<file path="config.mk">
export PLATFORM = sky130hd
export DESIGN_NAME = ifetch_unit
export DESIGN_NICKNAME = d
export VERILOG_FILES = /design/src/rtl/ifetch_pkg.sv /design/src/rtl/ifetch_queue.sv /design/src/rtl/ifetch_unit.sv
export SDC_FILE = /design/constraint.sdc
export NUM_CORES = 1
export LEC_CHECK = 0
export CAP_MARGIN = 20
export CORE_MARGIN = 4
export CORE_UTILIZATION = 56
export CTS_BUF_LIST = sky130_fd_sc_hd__clkbuf_16
export DETAILED_ROUTE_END_ITERATION = 12
export GPL_TIMING_DRIVEN = 0
export HOLD_SLACK_MARGIN = 0.03
export MAX_ROUTING_LAYER = met4
export PLACE_DENSITY = 0.81
export SYNTH_ARGS = -nofsm -noshare
export SYNTH_HDL_FRONTEND = slang
export SYNTH_SLANG_ARGS = --single-unit
</file>
<file path="constraint.sdc">
create_clock -name clk -period 2.25 [get_ports clk]
set_input_delay 0.45 -clock clk [delete_from_list [all_inputs] [get_ports clk]]
set_output_delay 0.45 -clock clk [all_outputs]
set_load 0.1 [all_outputs]
</file>
<file path="src/rtl/ifetch_pkg.sv">
// Shared types and helpers for the instruction fetch front end.
package ifetch_pkg;

  localparam int XLEN             = 32;
  localparam int ILEN             = 32;
  localparam int INSTR_ALIGN_BITS = 2;

  // Low address bits that must be zero for a word-aligned instruction fetch
  localparam logic [XLEN-1:0] ALIGN_MASK = XLEN'((1 << INSTR_ALIGN_BITS) - 1);

  // One prefetch queue slot: the fetched word tagged with its address
  typedef struct packed {
    logic [XLEN-1:0] pc;
    logic [ILEN-1:0] instr;
  } fetch_entry_t;

  // True when a fetch target is not on an instruction word boundary
  function automatic logic is_misaligned(input logic [XLEN-1:0] addr);
    return (addr & ALIGN_MASK) != '0;
  endfunction

endpackage

</file>
<file path="src/rtl/ifetch_queue.sv">
// Prefetch FIFO for the fetch unit. Pointers carry an extra wrap bit so
// full and empty fall out of a pointer compare. A push into a full queue is
// accepted when a pop happens on the same edge: the slot being written is
// the one the head is leaving.
module ifetch_queue
  import ifetch_pkg::*;
#(
  parameter int DEPTH = 4
) (
  input  logic         clk,
  input  logic         rst_n,
  input  logic         push,
  input  logic         pop,
  input  logic         flush,
  input  fetch_entry_t push_entry,
  output logic         full,
  output logic         empty,
  output fetch_entry_t head
);

  localparam int AW = $clog2(DEPTH);

  fetch_entry_t mem [DEPTH];
  logic [AW:0]  wptr;
  logic [AW:0]  rptr;
  logic         do_push;
  logic         do_pop;

  assign empty   = (wptr == rptr);
  assign full    = (wptr[AW] != rptr[AW]) && (wptr[AW-1:0] == rptr[AW-1:0]);
  assign do_pop  = pop && !empty && !flush;
  assign do_push = push && (!full || do_pop) && !flush;
  assign head    = mem[rptr[AW-1:0]];

  // Advance the read/write pointers; a flush empties the queue outright
  always_ff @(posedge clk or negedge rst_n) begin
    if (!rst_n) begin
      wptr <= '0;
      rptr <= '0;
    end else if (flush) begin
      wptr <= '0;
      rptr <= '0;
    end else begin
      if (do_push) wptr <= wptr + 1'b1;
      if (do_pop)  rptr <= rptr + 1'b1;
    end
  end

  // Store pushed entries; cleared on reset so the head reads zero afterwards
  always_ff @(posedge clk or negedge rst_n) begin
    if (!rst_n) begin
      for (int i = 0; i < DEPTH; i++) mem[i] <= '0;
    end else if (do_push) begin
      mem[wptr[AW-1:0]] <= push_entry;
    end
  end

endmodule

</file>
<file path="src/rtl/ifetch_unit.sv">
// Instruction fetch front end: owns the fetch PC, reads instruction memory,
// buffers fetched words in ifetch_queue and hands them to decode over a
// valid/ready handshake. Redirects flush the queue and retarget the PC;
// a misaligned redirect target latches a sticky fault that halts fetching.
// Optional macro IFETCH_PERF_EN adds perf_fetched / perf_stall counters.
module ifetch_unit
  import ifetch_pkg::*;
#(
  parameter logic [XLEN-1:0] RESET_PC = 32'h0000_0000,
  parameter int              DEPTH    = 4
) (
  input  logic            clk,
  input  logic            rst_n,
  output logic [XLEN-1:0] iaddr,
  input  logic [ILEN-1:0] idata,
  input  logic            fetch_en,
  input  logic            redirect_valid,
  input  logic [XLEN-1:0] redirect_pc,
  output logic            out_valid,
  input  logic            out_ready,
  output logic [ILEN-1:0] out_instr,
  output logic [XLEN-1:0] out_pc,
  output logic            misalign_fault
`ifdef IFETCH_PERF_EN
  ,
  output logic [31:0]     perf_fetched,
  output logic [31:0]     perf_stall
`endif
);

  logic [XLEN-1:0] pc;
  logic            q_full;
  logic            q_empty;
  logic            fetch_ok;
  logic            push;
  logic            pop;
  fetch_entry_t    q_head;
  fetch_entry_t    new_entry;

  assign iaddr     = pc;
  assign out_valid = !q_empty && !redirect_valid;
  assign out_instr = q_head.instr;
  assign out_pc    = q_head.pc;
  assign pop       = out_valid && out_ready;
  assign fetch_ok  = fetch_en && !misalign_fault && !redirect_valid;
  assign push      = fetch_ok && (!q_full || pop);
  assign new_entry = '{pc: pc, instr: idata};

  // Fetch PC: redirect wins, otherwise step one word per accepted fetch
  always_ff @(posedge clk or negedge rst_n) begin
    if (!rst_n) begin
      pc <= RESET_PC;
    end else if (redirect_valid) begin
      pc <= {redirect_pc[XLEN-1:INSTR_ALIGN_BITS], {INSTR_ALIGN_BITS{1'b0}}};
    end else if (push) begin
      pc <= pc + XLEN'(4);
    end
  end

  // Sticky fault: set by a misaligned redirect, cleared only by an aligned one
  always_ff @(posedge clk or negedge rst_n) begin
    if (!rst_n) begin
      misalign_fault <= 1'b0;
    end else if (redirect_valid) begin
      misalign_fault <= is_misaligned(redirect_pc);
    end
  end

  ifetch_queue #(
    .DEPTH(DEPTH)
  ) u_queue (
    .clk       (clk),
    .rst_n     (rst_n),
    .push      (push),
    .pop       (pop),
    .flush     (redirect_valid),
    .push_entry(new_entry),
    .full      (q_full),
    .empty     (q_empty),
    .head      (q_head)
  );

`ifdef IFETCH_PERF_EN
  // Count accepted fetches and cycles lost to a full queue; redirect keeps them
  always_ff @(posedge clk or negedge rst_n) begin
    if (!rst_n) begin
      perf_fetched <= '0;
      perf_stall   <= '0;
    end else begin
      if (push) perf_fetched <= perf_fetched + 32'd1;
      if (fetch_ok && q_full && !pop) perf_stall <= perf_stall + 32'd1;
    end
  end
`endif

endmodule

</file>
==> results.yml <==
outcome:
  status: "finished, violations left"
  violations: "setup timing"
yosys:
  synth_xor_area_share_pct: 2.197
  ys_warn_count: 0
  yosysTopAreaCellShare_pct: 54.21
  ys_ff_latch: 285
  syn_area_um2: 13160
  synth_commonest_cells: "285 x dfrtp_1, 190 x mux2_2, 62 x mux4_2"
  synth_area_leaders: "dfrtp_1 54%, mux2_2 16%, mux4_2 11%"
  synthDistinctLibCells: 35
  yosysSeqAreaShare_pct: 54.21
  synth-compound-area-share_pct: 1.779
  synth.most_common_cell: "dfrtp_1"
  synth-edff-count: 0
  synth.avg_cell_area_um2: 15.40
  synth_mux_area_share_pct: 33.80
  synth_largest_area_cell: "dfrtp_1"
  synth_top_flop_cell: "dfrtp_1"
  synth_top_family_by_area: "multiplexers"
  synth-async-reset-ratio_pct: 100.0
  synthSimpleGateAreaFrac_pct: 4.042
  synthAdderAreaFrac_pct: 0.5707
  synthCells: 854
cts:
  cts-root-buf: "clkbuf_16"
  cts_num_sinks: 285
  clkTransAtPathRegs_ns: 0.06
  cts-buffers-inserted: 30
  clk_latency_ns: 0.55
  cts_max_level: 1
  cts_tree: "built"
  cts_buffer_depth: 3
power:
  power_density_nw_per_um2: 1042
  ir_drop_v: 0.0007717
  p_leak_uw: 0.007564
route:
  drtPass1Iterations: 5
  wl_mm: 31.73
  first_iter_violations: 512
  antenna_left: 0
  vias: 8195
  vias_per_cell: 5.808
  avgRoutedWirePerCell_um: 22.49
  drc: 0
floorplanning:
  io_pins: 167
  initial_core_util_pct: 57.58
  row_count: 55
  die_area_um2: 26010
  die_w_um: 161.3
  die_y_um: 161.3
  coreArea_um2: 22850
timing:
  tightest_slew_ns: 0.9573
  min_period_ns: 2.501
  fin_setup_tns_ns: -12.25
  holdWs_ns: 0.4535
  finalSetupViolations: 62
  final_max_slew_viol_count: 0
  fmax_mhz: 399.8
  grt_setup_unrepaired: "true"
  hold_violations: 0
  setup_ws_ns: -0.2511
  final.period_utilization_pct: 111.2
  relSlewSlack_pct: 36.43
  finalClockSkew_ns: 0.01499
placement:
  place_hpwl_mm: 19.78
  io_buffers: 162
  dp.cells: 1334
  gp_congestion: 0.8401
  pre_cts_slack_ns: -1.267
layout:
  nNetsFinal: 1151
  area_growth_pct: 29.75
  postLayoutCoreUtil_pct: 74.71
  drive_above_1_share_pct: 51.46
  antenna_cells: 0
  layout.cells.non_filler: 1411
worst_setup_path:
  cp_max_fo: 10
  crit_start: "u_queue.rptr[0]"
  start_kind: "register"
  end_kind: "output pin"
  cp.required_ns: 1.80
  arrival_ns: 2.05
  r2r_setup_slack_ns: 0
  worstSetupPathType: "reg2out"
  worstReg2RegStart: "u_queue.rptr[1]"
grt:
  grt_start_max_net_pins: 125
  overflow: 0
  grt_pass1_wl_mm: 49.85
  grt_pass1_vias: 8893
  grt_util_all_layers_pct: 24.60
  antenna_found_initial: 0
worst_hold_path:
  holdCritPathClass: "in2reg"
  hold_start: "redirect_pc[21]"
run:
  max_cap_viol_count: 0
## cells in the final DEF, fill, tap and decap left out, drive strengths merged
cell type,netlist,routed
dlygate4sd3,0,1
o41ai,2,2
bufinv,0,2
clkbuf,20,59
nor2,9,9
ha,6,6
xor2,17,17
and4,5,5
a311oi,1,1
or3,3,3
clkdlybuf4s15,0,27
conb,1,4
buf,45,125
or3b,1,1
dfrtp,285,285
nor2b,1,1
mux2i,1,1
xnor2,16,16
clkinv,0,15
o21ai,28,28
nor4,8,8
mux2,250,250
o41a,1,1
nor3,6,6
mux4,62,62
nand2,37,37
and3,7,9
nand4,14,14
a21oi,5,5
inv,5,11
dlygate4sd2,0,2
a31oi,5,5
nand3,13,13
clkdlybuf4s50,0,67
## layout make-up
cell class	instances	area, um2
sequential	285	7169
clock buffer	31	775.7
timing repair buffer	186	2155
multi-input combinational	504	5723
tap	313	391.6
inverter	5	18.77
clock inverter	23	152.6
buffer	64	683.2
fill	1419	5778
## state kept, by name, indices dropped and copies added (netlist names)
name / count
misalign_fault: 1
u_queue.mem: 248
iaddr: 30
u_queue.rptr: 3
u_queue.wptr: 3
## critical path, stage by stage, from the launching register on
cell and delay (ns):
dfrtp_2 0.39, buf_12 0.17, buf_12 0.17, mux4_2 0.57
buf_8 0.20
## cells by family (layout without fill, tap and decap cells)
family,after synthesis,in the layout
other,1,4
DFF,285,285
AOI/OAI and AO/OA,42,42
muxes,313,313
adders and majority gates,6,6
xor gates and xnor gates,33,33
buffers and inverters,70,309
and+or+nand+nor,104,106
## layer usage
layer | global-route usage, % | part of all wire (%)
met5 | - | 0
met4 | 5.661 | 1.6
met3 | 3.955 | 4.6
met2 | 39.06 | 50
met1 | 34.13 | 44
## worst paths after layout
path                                     to  cells after the start
max                              out_pc[21]                      4
min                               iaddr[21]                      3
max reg2reg                 u_queue.mem[67]                      7
min reg2reg                u_queue.mem[209]                      1
max in group asynchronous   u_queue.mem[88]                      3
min in group asynchronous    u_queue.mem[4]                      2
## stage by stage
| step | instance area [um2] | total power (uW) |
|---|---|---|
| 2_1_floorplan | 13220 | 11110 |
| 3_3_place_gp | 15230 | 12570 |
| 3_5_place_dp | 15290 | 12660 |
| 4_1_cts | 16710 | 17740 |
| 5_1_grt | 17070 | 18410 |
| 6_report | 17070 | 17790 |
## report_power, final
| group | total, uW | switching, uW | internal, uW |
|---|---|---|---|
| clock network | 4700 | 2000 | 2700 |
| logic | 6870 | 4610 | 2260 |
| registers | 6220 | 438 | 5780 |
## what timing repair did
item / CTS / global route
gates cloned: 1 / 7
resized for setup: 609 / 62
pin swaps: 3 / 4
endpoints found under the setup margin: 266 / 258
setup buffers: 9 / 6
hold buffers: 1 / 0
hold endpoints to repair: 79 / 0
(Power assumes the default switching activity.)
